--- config.mk ---
export PLATFORM = sky130hd
export DESIGN_NAME = max7219_sched_flat
export DESIGN_NICKNAME = d
export VERILOG_FILES = /design/src/rtl/max7219_pkg.sv /design/src/rtl/max7219_sched_if.sv /design/src/rtl/max7219_init_rom.sv /design/src/rtl/max7219_sched.sv /design/src/flat_wrapper.sv
export SDC_FILE = /design/constraint.sdc
export NUM_CORES = 1
export LEC_CHECK = 0
export BUFFER_PORTS_ARGS = -buffer_cell sky130_fd_sc_hd__buf_2
export CORE_UTILIZATION = 45
export CTS_CLUSTER_DIAMETER = 200
export DETAILED_ROUTE_END_ITERATION = 12
export PLACE_DENSITY = 0.66
export SLEW_MARGIN = 20
export SYNTH_ARGS = -nofsm -noshare
export SYNTH_HDL_FRONTEND = slang
export SYNTH_SLANG_ARGS = --single-unit
--- constraint.sdc ---
create_clock -name clk -period 4.5 [get_ports clk]
set_input_delay 0.225 -clock clk [delete_from_list [all_inputs] [get_ports clk]]
set_output_delay 0.225 -clock clk [all_outputs]
set_load 0.02 [all_outputs]
--- src/rtl/max7219_pkg.sv ---
// Shared constants, FSM state type and frame packing for the MAX7219 scheduler.
package max7219_pkg;

  localparam int unsigned ADDR_W     = 4;
  localparam int unsigned SEG_W      = 8;
  localparam int unsigned FRAME_W    = 16;
  localparam int unsigned NUM_DIGITS = 8;
  localparam int unsigned INIT_LEN   = 5;

  // MAX7219 register map
  localparam logic [ADDR_W-1:0] REG_NOOP      = 4'h0;
  localparam logic [ADDR_W-1:0] REG_DIGIT0    = 4'h1;
  localparam logic [ADDR_W-1:0] REG_DIGIT1    = 4'h2;
  localparam logic [ADDR_W-1:0] REG_DIGIT2    = 4'h3;
  localparam logic [ADDR_W-1:0] REG_DIGIT3    = 4'h4;
  localparam logic [ADDR_W-1:0] REG_DIGIT4    = 4'h5;
  localparam logic [ADDR_W-1:0] REG_DIGIT5    = 4'h6;
  localparam logic [ADDR_W-1:0] REG_DIGIT6    = 4'h7;
  localparam logic [ADDR_W-1:0] REG_DIGIT7    = 4'h8;
  localparam logic [ADDR_W-1:0] REG_DECODE    = 4'h9;
  localparam logic [ADDR_W-1:0] REG_INTENSITY = 4'hA;
  localparam logic [ADDR_W-1:0] REG_SCANLIM   = 4'hB;
  localparam logic [ADDR_W-1:0] REG_SHUTDOWN  = 4'hC;
  localparam logic [ADDR_W-1:0] REG_TEST      = 4'hF;

  typedef enum logic [1:0] {
    ST_IDLE,
    ST_ISSUE,
    ST_WAIT_ACK,
    ST_WAIT_DONE
  } sched_state_e;

  // Serial frame as shifted out to the display
  typedef struct packed {
    logic [3:0]        pad;
    logic [ADDR_W-1:0] addr;
    logic [SEG_W-1:0]  data;
  } frame_t;

  // Build a display frame from register address and data
  function automatic frame_t pack_frame(input logic [ADDR_W-1:0] addr,
                                        input logic [SEG_W-1:0]  data);
    frame_t f;
    f.pad  = 4'h0;
    f.addr = addr;
    f.data = data;
    return f;
  endfunction

endpackage

--- src/rtl/max7219_sched_if.sv ---
// Request/serializer bus between the display clients and the scheduler.
interface max7219_sched_if;
  import max7219_pkg::*;

  logic [NUM_DIGITS*SEG_W-1:0] dig_data;
  logic                        dig_load;
  logic                        cfg_valid;
  logic [ADDR_W-1:0]           cfg_addr;
  logic [SEG_W-1:0]            cfg_data;
  logic                        cfg_ready;
  logic [FRAME_W-1:0]          tx_frame;
  logic                        tx_start;
  logic                        tx_busy;

  // Environment side: requesters plus the serializer's busy flag
  modport master (
    output dig_data, dig_load, cfg_valid, cfg_addr, cfg_data, tx_busy,
    input  cfg_ready, tx_frame, tx_start
  );

  // Scheduler side
  modport slave (
    input  dig_data, dig_load, cfg_valid, cfg_addr, cfg_data, tx_busy,
    output cfg_ready, tx_frame, tx_start
  );

endinterface

--- src/rtl/max7219_init_rom.sv ---
// Power-up register initialisation table for the MAX7219.
module max7219_init_rom
  import max7219_pkg::*;
#(
  parameter logic [3:0] INIT_INTENSITY = 4'h8,
  parameter logic [2:0] SCAN_LIMIT     = 3'd7
) (
  input  logic [2:0]         idx,
  output logic [FRAME_W-1:0] frame,
  output logic               last
);

  localparam logic [2:0] LAST_IDX = 3'(INIT_LEN - 1);

  // Index to init frame: test off, no decode, scan limit, intensity, run
  always_comb begin
    frame = pack_frame(REG_NOOP, 8'h00);
    case (idx)
      3'd0:    frame = pack_frame(REG_TEST,      8'h00);
      3'd1:    frame = pack_frame(REG_DECODE,    8'h00);
      3'd2:    frame = pack_frame(REG_SCANLIM,   {5'b0, SCAN_LIMIT});
      3'd3:    frame = pack_frame(REG_INTENSITY, {4'h0, INIT_INTENSITY});
      3'd4:    frame = pack_frame(REG_SHUTDOWN,  8'h01);
      default: frame = pack_frame(REG_NOOP,      8'h00);
    endcase
  end

  assign last = (idx == LAST_IDX);

endmodule

--- src/rtl/max7219_sched.sv ---
// Arbitrates init, config and changed-digit frames onto one MAX7219 serializer.
module max7219_sched
  import max7219_pkg::*;
#(
  parameter logic [3:0]  INIT_INTENSITY = 4'h8,
  parameter logic [2:0]  SCAN_LIMIT     = 3'd7,
  parameter int unsigned ACK_TIMEOUT    = 15
) (
  input  logic             clk,
  input  logic             rst,
  max7219_sched_if.slave   bus,
  output logic             init_done,
  output logic             busy
);

  localparam int unsigned       CNT_W    = $clog2(ACK_TIMEOUT + 1);
  localparam logic [CNT_W-1:0]  TMO_LAST = CNT_W'(ACK_TIMEOUT - 1);
  localparam int unsigned       SHD_W    = NUM_DIGITS * SEG_W;

  sched_state_e            state, state_d;
  logic [2:0]              init_ptr;
  logic [SHD_W-1:0]        shadow;
  logic [NUM_DIGITS-1:0]   dirty;
  logic [NUM_DIGITS-1:0]   dig_set;
  logic [NUM_DIGITS-1:0]   dig_clr;
  logic [2:0]              dig_idx;
  logic                    cfg_pend;
  logic [ADDR_W-1:0]       cfg_addr_q;
  logic [SEG_W-1:0]        cfg_data_q;
  logic [CNT_W-1:0]        cnt, cnt_d;
  logic [FRAME_W-1:0]      frame_d;
  logic [FRAME_W-1:0]      rom_frame;
  logic                    rom_last;
  logic                    frame_load;
  logic                    tx_start_d;
  logic                    cfg_take;
  logic                    init_adv;
  logic                    init_fin;

  max7219_init_rom #(
    .INIT_INTENSITY (INIT_INTENSITY),
    .SCAN_LIMIT     (SCAN_LIMIT)
  ) u_rom (
    .idx   (init_ptr),
    .frame (rom_frame),
    .last  (rom_last)
  );

  // Digits whose incoming pattern differs from the shadow copy
  always_comb begin
    dig_set = '0;
    for (int i = 0; i < int'(NUM_DIGITS); i++) begin
      dig_set[i] = bus.dig_load && (bus.dig_data[i*SEG_W +: SEG_W] != shadow[i*SEG_W +: SEG_W]);
    end
  end

  // Lowest pending digit wins
  always_comb begin
    dig_idx = '0;
    for (int i = int'(NUM_DIGITS) - 1; i >= 0; i--) begin
      if (dirty[i]) dig_idx = 3'(i);
    end
  end

  // State register
  always_ff @(posedge clk or negedge rst) begin
    if (!rst) state <= ST_IDLE;
    else      state <= state_d;
  end

  // Next-state and per-cycle control
  always_comb begin
    state_d    = state;
    tx_start_d = 1'b0;
    frame_load = 1'b0;
    frame_d    = bus.tx_frame;
    cfg_take   = 1'b0;
    dig_clr    = '0;
    cnt_d      = cnt;
    init_adv   = 1'b0;
    init_fin   = 1'b0;
    case (state)
      ST_IDLE: begin
        if (!init_done) begin
          frame_load = 1'b1;
          frame_d    = rom_frame;
          state_d    = ST_ISSUE;
          tx_start_d = 1'b1;
        end else if (cfg_pend) begin
          frame_load = 1'b1;
          frame_d    = pack_frame(cfg_addr_q, cfg_data_q);
          cfg_take   = 1'b1;
          state_d    = ST_ISSUE;
          tx_start_d = 1'b1;
        end else if (|dirty) begin
          frame_load = 1'b1;
          frame_d    = pack_frame(REG_DIGIT0 + {1'b0, dig_idx},
                                  shadow[{dig_idx, 3'b000} +: SEG_W]);
          dig_clr    = NUM_DIGITS'(1) << dig_idx;
          state_d    = ST_ISSUE;
          tx_start_d = 1'b1;
        end
      end
      ST_ISSUE: begin
        cnt_d   = '0;
        state_d = ST_WAIT_ACK;
      end
      ST_WAIT_ACK: begin
        if (bus.tx_busy) begin
          state_d = ST_WAIT_DONE;
        end else if (cnt == TMO_LAST) begin
          // serializer never picked the frame up; reissue it unchanged
          state_d    = ST_ISSUE;
          tx_start_d = 1'b1;
        end else begin
          cnt_d = cnt + CNT_W'(1);
        end
      end
      ST_WAIT_DONE: begin
        if (!bus.tx_busy) begin
          state_d = ST_IDLE;
          if (!init_done) begin
            init_adv = 1'b1;
            init_fin = rom_last;
          end
        end
      end
      default: state_d = ST_IDLE;
    endcase
  end

  // Datapath registers: frame, timeout, config slot, init pointer, shadow/dirty
  always_ff @(posedge clk or negedge rst) begin
    if (!rst) begin
      bus.tx_start <= 1'b0;
      bus.tx_frame <= '0;
      cnt          <= '0;
      cfg_pend     <= 1'b0;
      cfg_addr_q   <= '0;
      cfg_data_q   <= '0;
      init_ptr     <= '0;
      init_done    <= 1'b0;
      dirty        <= '0;
      shadow       <= '0;
    end else begin
      bus.tx_start <= tx_start_d;
      if (frame_load) bus.tx_frame <= frame_d;
      cnt <= cnt_d;
      if (bus.cfg_valid && !cfg_pend) begin
        cfg_pend   <= 1'b1;
        cfg_addr_q <= bus.cfg_addr;
        cfg_data_q <= bus.cfg_data;
      end else if (cfg_take) begin
        cfg_pend <= 1'b0;
      end
      if (init_adv && !rom_last) init_ptr <= init_ptr + 3'd1;
      // a reload in the selection cycle re-marks the digit after the clear
      if (init_fin) begin
        init_done <= 1'b1;
        dirty     <= '1;
      end else begin
        dirty <= (dirty & ~dig_clr) | dig_set;
      end
      if (bus.dig_load) shadow <= bus.dig_data;
    end
  end

  assign bus.cfg_ready = ~cfg_pend;
  assign busy = (state != ST_IDLE) || !init_done || cfg_pend || (|dirty);

endmodule
--- src/flat_wrapper.sv ---
// flat-port wrapper written by rule: the top's interface ports become plain ports
module max7219_sched_flat import max7219_pkg::*;
#(
  parameter logic [3:0]  INIT_INTENSITY = 4'h8,
  parameter logic [2:0]  SCAN_LIMIT     = 3'd7,
  parameter int unsigned ACK_TIMEOUT    = 15
)
  (clk, rst, init_done, busy, bus_dig_data, bus_dig_load, bus_cfg_valid, bus_cfg_addr, bus_cfg_data, bus_tx_busy, bus_cfg_ready, bus_tx_frame, bus_tx_start);
  max7219_sched_if bus_i ();
  input  logic clk;
  input  logic rst;
  output logic init_done;
  output logic busy;
  input wire logic [$bits(bus_i.dig_data)-1:0] bus_dig_data;
  input wire logic [$bits(bus_i.dig_load)-1:0] bus_dig_load;
  input wire logic [$bits(bus_i.cfg_valid)-1:0] bus_cfg_valid;
  input wire logic [$bits(bus_i.cfg_addr)-1:0] bus_cfg_addr;
  input wire logic [$bits(bus_i.cfg_data)-1:0] bus_cfg_data;
  input wire logic [$bits(bus_i.tx_busy)-1:0] bus_tx_busy;
  output wire logic [$bits(bus_i.cfg_ready)-1:0] bus_cfg_ready;
  output wire logic [$bits(bus_i.tx_frame)-1:0] bus_tx_frame;
  output wire logic [$bits(bus_i.tx_start)-1:0] bus_tx_start;
  assign bus_i.dig_data = bus_dig_data;
  assign bus_i.dig_load = bus_dig_load;
  assign bus_i.cfg_valid = bus_cfg_valid;
  assign bus_i.cfg_addr = bus_cfg_addr;
  assign bus_i.cfg_data = bus_cfg_data;
  assign bus_i.tx_busy = bus_tx_busy;
  assign bus_cfg_ready = bus_i.cfg_ready;
  assign bus_tx_frame = bus_i.tx_frame;
  assign bus_tx_start = bus_i.tx_start;
  max7219_sched #(.INIT_INTENSITY(INIT_INTENSITY), .SCAN_LIMIT(SCAN_LIMIT), .ACK_TIMEOUT(ACK_TIMEOUT)) u_core (.clk(clk), .rst(rst), .bus(bus_i), .init_done(init_done), .busy(busy));
endmodule
==> summary.md, run 1 <==
| Metric | Value |
|---|---|
| Synth Warn # | 0 |
| Most used DFF post-synth | dfrtp_1 |
| CTS tree | built |
| I/O pin count | a little over 100 |
| Number of max-cap violations | 0 |
| Initial Utilization | 0.470 |
| Initial antenna violation count | 0 |
| Synth area leader | dfrtp_1 |
| Syn Area/Cell | ~11 sq um |
| Asr flop ratio synth | 1.00 |
| Crit path max fanout | 19 |
| Synth area leaders | dfrtp_1 (45%), mux2_2 (13%), xnor2_1 (9.6%) |
| WP data arrival | around 2.6 ns |
| Relative slew margins | 0.275 |
| RSZ-0062 raised after global routing | false |
| Initial drt markers | roughly 360 |
| Setup-failing EPs final | 0 |
| Vias/cell | 5.49 |
| P&R area growth vs syn | 14.4% |
| Clock-pin slew on the worst setup and hold paths | approximately 0.07 ns |
| Seq/Total Area, Yosys | 0.447 |
| Drt drc | 0 |
| Num CTS Buffers | 9 |
| Clk_lat worst skew | about 0.35 ns |
| GRT Total Usage | 0.224 |
| Row count | between 40 and 50 |
| Die Height | roughly 120 um |
| Post-Syn Instances | around 560 |
| Core Region | about 13000 sq um |
| Number of enable flip-flop cells after synthesis | 0 |
| Worst Setup End Kind | register |
| Final hold violations | 5 |
| PD cells | 451 nW/um^2 |
| Final period util | 0.535 |
| Worst min path class | in -> async |
| RR Startpoint | u_core.dirty[4] |
| Setup TNS | 0 ns |
| Clock Skews | 0.00628 ns |
| Worst-case clock buffer depth | 2 |
| Startpoint Class | register |
| Critical Path, Cell by Cell | nor3_2 -> a21bo_1 -> nand2_8 -> inv_6 -> mux2_1 -> a2111oi_0 -> nor4_1 |
| Placer Congestion | just over 0.9 |
| Layout net count | 736 |
| Hold Slack | -0.0232 ns |
| Vias in the first global route | about 4.5k |
| Max-slew violations | 0 |
| Largest net degree at the start of global routing | 70 |
| WL/cell | ~18 um |
| DRT Wirelength | 14800 um |
| Critical Path Max Stage Delay | a little over 0.5 ns |
| Final Non-Filler Cells | approximately 800 |
| Setup bufs post-CTS | 0 |
| Antenna Nets Post-Route | 0 |
| Gr ovfl total | 0 |
| PostCTS Resize Cnt | 0 |
| Cell leakage power | between 2 and 3 nW |
| Leading cell type in the layout, fill and taps excluded | dfrtp_1 |
| Reg2reg setup slack | 2.09 ns |
| Max IR drop VDD | between 0.0002 and 0.0003 V |
| Setup WS pre-CTS | 2.13 ns |
| Top achievable clock speed | ~420 MHz |
| Worst path slowest cell | a2111oi_0 |
| N_diodes | 0 |
| Post-route setup slack | roughly 2.1 ns |
| Top cell type's share of synthesized area | 0.447 |
| Register bit total from synthesis | between 100 and 150 |
| IO buf count | 96 |
| Most frequent cells in the layout | dfrtp_1 (108), buf_2 (95), mux2_2 (70), xnor2_1 (66), nand2_1 (44) |
| Post-cts hold buffer count | 0 |
| Root buffer cell | clkbuf_16 |
| First-pass GRT wire length | approximately 24000 um |
| Mapped Area | just over 6000 sq um |
| CP Class | reg -> reg |
| Layout cells sized above 1 | 0.309 |
| R2r worst-path depth | 7 |
| Placed instance count | ~800 |
| Die X | about 120 um |
| Area of the die | between 10000 and 15000 sq um |
| Router iterations before antenna repair | 4 |
| Total number of H-tree levels | 3 |
| Post-DP HPWL | between 10000 and 15000 um |
| Fin crit period | approximately 2.4 ns |
| Outcome | finished, violations left |
| Worst slew pin tran | 1.09 ns |
| Worst r2r dst | u_core.bus.tx_frame[3] |
| Failing checks | hold timing |
| Via count | between 4k and 5k |
| Clock Sinks | approximately 110 |
| Post-synthesis cell type count | 57 |
| CP Data Required Time | roughly 4.7 ns |
-- through the flow --
stage	power, mW	util	area (sq um)
after floorplan	2.08	-	6060
after global placement	2.37	0.517	6650
after detailed placement	2.40	0.517	6650
after CTS	3.15	0.537	6920
after global routing	3.32	0.537	6920
final	3.12	0.537	6920
-- area by class of cell --
| cell class | instances | area, sq um |
|---|---|---|
| multi-input combinational | 409 | 3170 |
| clock buffer | 11 | 253 |
| sequential | 108 | 2700 |
| timing repair buffer | 98 | 498 |
| tap | 172 | 215 |
| fill | 1193 | 5960 |
| clock inverter | 2 | 12.5 |
| inverter | 17 | 71.3 |
-- power breakdown --
group,internal (mW),switching [mW]
combinational,0.458,0.519
sequential,1.18,0.229
clock,0.396,0.339
total,2.03,1.09
-- cells by family (layout without fill, tap and decap cells) --
group                      after synthesis  after routing  share of synthesized area
and+or+nand+nor                        133            133                      0.114
DFF                                    108            108                      0.447
AOI/OAI and AO/OA                      100            100                      0.106
muxes                                   93             93                      0.179
xor gates and xnor gates                67             67                     0.0970
buffers and inverters                   42            128                     0.0314
adders and majority gates               12             12                     0.0248
other                                    1              4                   0.000620
-- worst max path at each step --
| stage | startpoint | endpoint | cells past startpoint |
|---|---|---|---|
| floorplan | u_core.dirty[4] | u_core.bus.tx_frame[3] | 8 |
| global placement | u_core.cfg_pend | u_core.bus.tx_frame[3] | 5 |
| detailed placement | u_core.init_done | u_core.bus.tx_frame[3] | 5 |
| CTS | u_core.init_done | busy | 4 |
| global route | u_core.cfg_pend | u_core.bus.tx_frame[3] | 5 |
| finish | u_core.dirty[4] | u_core.bus.tx_frame[3] | 7 |
-- metal layers --
layer  share of wire  up-vias  routed length [um]  global-route usage
li1                -     2145                   -                   -
met1            0.46     2164                6820               0.312
met2            0.46      152                6810               0.348
met3           0.057       22                 847              0.0494
met4           0.022        0                 321              0.0673
met5               0        -                   0                   0
-- synth_stat cells (all sizes together), types with 5 or more instances --
cell / count
nand3: 15
nor2: 21
nand2b: 9
o21ai: 41
a21oi: 20
dfrtp: 108
xnor2: 66
mux2: 73
nand2: 46
a32oi: 6
a21o: 6
mux2i: 15
ha: 12
inv: 17
buf: 8
nand4: 16
nor3: 10
mux4: 5
clkbuf: 17
-- sequential cells by signal, summed over array words and instances, names as in the netlist, 2 cells and up --
signal               cells
u_core.init_ptr          3
u_core.bus.tx_frame     12
u_core.cfg_addr_q        4
u_core.state             2
u_core.cfg_data_q        8
u_core.shadow           64
u_core.cnt               4
u_core.dirty             8
-- critical path: cells and delay by family (launching register included) --
| kind | cells | cell delay, ns |
|---|---|---|
| buffers and inverters | 1 | 0.21 |
| flip-flops | 1 | 0.47 |
| multiplexers | 1 | 0.36 |
| AO/OA/AOI/OAI | 2 | 0.89 |
| AND/OR/NAND/NOR | 3 | 0.33 |
Note: power is estimated with default switching activity, not from simulation.
==> run 2, diff against run 1 <==
--- a/config.mk
+++ b/config.mk
@@ -9,7 +9,7 @@
 export CORE_UTILIZATION = 45
 export CTS_CLUSTER_DIAMETER = 200
 export DETAILED_ROUTE_END_ITERATION = 12
-export PLACE_DENSITY = 0.66
+export PLACE_DENSITY = 0.69
 export SLEW_MARGIN = 20
 export SYNTH_ARGS = -nofsm -noshare
 export SYNTH_HDL_FRONTEND = slang
==> constraint.sdc (replaced) <==
create_clock -name clk -period 2.1 [get_ports clk]
set_input_delay 0.105 -clock clk [delete_from_list [all_inputs] [get_ports clk]]
set_output_delay 0.105 -clock clk [all_outputs]
set_load 0.02 [all_outputs]
==> summary.md, run 2 (synthesis gave the netlist of run 1 again) <==
| Metric | Value |
|---|---|
| Number of max-cap violations | 0 (unchanged) |
| IO buf count | 96 (unchanged) |
| Max IR drop VDD | 0.000447 V (+60%) |
| Clock-pin slew on the worst setup and hold paths | 0.07 ns (about the same) |
| Worst Setup End Kind | register |
| Row count | 41 (unchanged) |
| Clock Sinks | 108 (unchanged) |
| CTS tree | built |
| Layout net count | 799 (+8.6%) |
| Clk pwr share | 0.257 (+0.022) |
| Critical Path, Cell by Cell | or4_4 -> nand2_8 -> mux4_2 -> a21oi_1 -> o21ai_1 |
| CP Data Required Time | 2.33 ns (-2.39 ns) |
| RR Startpoint | u_core.dirty[4] |
| Initial drt markers | 223 (-39%) |
| Die Height | 118 um (unchanged) |
| Core Region | 12900 sq um (unchanged) |
| Vias/cell | 5.48 (-0.14%) |
| Sequential fraction of design power | 0.411 (-0.041) |
| Gate power share | 0.332 (+0.019) |
| Fin crit period | 2.07 ns (-0.340 ns) |
| Sw Ratio | 0.347 (-0.00147) |
| Worst-case clock buffer depth | 2 (unchanged) |
| Clk_lat worst skew | 0.36 ns (about the same) |
| Placed instance count | 837 (+4.1%) |
| CP Class | reg -> reg |
| Max-slew violations | 0 (unchanged) |
| Most frequent cells in the layout | dfrtp_1 (104), buf_2 (95), mux2_2 (71), xnor2_1 (66), nand2_1 (44) |
| Setup-failing EPs final | 0 (unchanged) |
| WP data arrival | 2.30 ns (-0.32 ns) |
| Antenna Nets Post-Route | 0 (unchanged) |
| Area of the die | 13900 sq um (unchanged) |
| Worst path slowest cell | or4_4 |
| Via count | 4844 (+8.1%) |
| Die X | 118 um (unchanged) |
| GRT Total Usage | 0.240 (+0.0162) |
| Hold Slack | 0.00960 ns (+0.0328 ns) |
| Regs by FF count | u_core.shadow x64, u_core.bus.tx_frame x12 |
| Gr ovfl total | 0 (unchanged) |
| Crit path max fanout | 6 (-13) |
| Drt drc | 0 (unchanged) |
| Worst min path class | in -> reg |
| Num CTS Buffers | 9 (unchanged) |
| Worst Hold Depth | 2 |
| Outcome | finished clean |
| Initial Utilization | 0.470 (unchanged) |
| Fin util | 0.591 (+0.0541) |
| Placer Congestion | 0.893 (-3.4%) |
| Hold Path Origin | bus_dig_data[8] |
| Total number of H-tree levels | 3 (unchanged) |
| Worst r2r dst | u_core.bus.tx_frame[2] |
| WL/cell | 18.2 um (+0.44%) |
| Int Power | 4.71 mW (+130%) |
| P&R area growth vs syn | 25.9% |
| Most flops, register | u_core.shadow |
| I/O pin count | 101 (unchanged) |
| Sw power | 2.50 mW (+130%) |
| CP startpoint | u_core.dirty[4] |
| Reg2reg setup slack | 0.03 ns (-2.06 ns) |
| Clock Skews | 0.00908 ns (+0.00280 ns) |
| First-pass GRT wire length | 25800 um (+7.5%) |
| Top achievable clock speed | 484 MHz (+16%) |
| Critical Path Max Stage Delay | 0.63 ns (+0.12 ns) |
| Vias in the first global route | 4926 (+9.4%) |
| Leading cell type in the layout, fill and taps excluded | dfrtp_1 |
| DRT Wirelength | 16100 um (+8.7%) |
| Root buffer cell | clkbuf_16 |
| Cell leakage power | 3.29 nW (+11%) |
| Post-DP HPWL | 12200 um (+8.0%) |
| Largest net degree at the start of global routing | 81 (+16%) |
| Initial antenna violation count | 1 (+1) |
| Startpoint Class | register |
| Hold Crit Endpoint | u_core.shadow[8] |
| R2r worst-path depth | 5 (-2) |
| Final Non-Filler Cells | 884 (+8.2%) |
| Worst path bufs/invs | 0 (-1) |
| Layout cells sized above 1 | 0.357 (+0.0487) |
| Max FFs per register | 64 (unchanged) |
| Final period util | 0.985 (+0.450) |
| PD cells | 947 nW/um^2 (+110%) |
| CP delay by family, top | simple AND/OR/NAND/NOR gates |
| Final hold violations | 0 (-5) |
| Router iterations before antenna repair | 4 (unchanged) |
## run 2: cell count changes in the layout (fill, tap and decap cells not counted), sizes merged
cell / delta
buf: +37
bufinv: +2
clkbuf: -2
clkinvlp: +1
diode: +1
dlygate4sd3: +26
inv: +2
## run 2: metal layers
metal | vias up | wire, um | global-route usage
met1 | 2370 | 6900 | 0.311
met2 | 162 | 7930 | 0.396
met5 | - | 0 | 0
met3 | 28 | 882 | 0.0431
met4 | 0 | 356 | 0.0994
li1 | 2284 | - | -
## run 2: worst max path at each step
stage	endpoint	depth (start not counted)	slack, ns
after floorplan	u_core.bus.tx_frame[3]	8	0.12
after global placement	u_core.bus.tx_frame[3]	8	0.03
after detailed placement	u_core.bus.tx_frame[3]	8	0.004
after CTS	u_core.bus.tx_frame[3]	7	0.008
after global routing	u_core.bus.tx_frame[5]	8	-0.005
final	u_core.bus.tx_frame[2]	5	0.03
## run 2: power groups by stage
stage	logic [mW]	clock network (mW)	registers [mW]
global route	2.63	1.96	3.02
detailed placement	2.31	0	2.99
floorplan	1.49	0	2.97
finish	2.39	1.85	2.97
CTS	2.36	1.89	2.96
global placement	2.26	0	2.97
## run 2: stage by stage
step | total power, mW | area, sq um | TNS [ns] | worst slack [ns]
6_report | 7.21 | 7620 | 0 | 0.0318
5_1_grt | 7.61 | 7610 | -0.00666 | -0.00509
4_1_cts | 7.20 | 7510 | 0 | 0.00755
3_5_place_dp | 5.30 | 6930 | 0 | 0.00393
3_3_place_gp | 5.23 | 6930 | 0 | 0.0268
2_1_floorplan | 4.46 | 6060 | 0 | 0.124
## run 2: area by class of cell
class | count | area, sq um
Multi-Input combinational cell | 409 | 3230
Sequential cell | 108 | 2710
Timing Repair Buffer | 161 | 1060
Inverter | 17 | 73.8
Fill cell | 1089 | 5260
Clock buffer | 9 | 225
Tap cell | 172 | 215
Clock inverter | 7 | 97.6
Antenna cell | 1 | 2.50
## run 2: worst register-to-register path: cells and delay by family (launching register included)
kind / cells / cell delay (ns)
compound gates: 2 / 0.25
flops: 1 / 0.44
mux: 1 / 0.50
simple gates: 2 / 0.77
## run 2: timing repair
item,CTS,global route
cloned,0,0
resized for setup,2,21
setup endpoints to repair,1,7
pin swaps,0,2
hold buffers,26,0
endpoints found under the hold margin,105,0
setup buffers,0,4
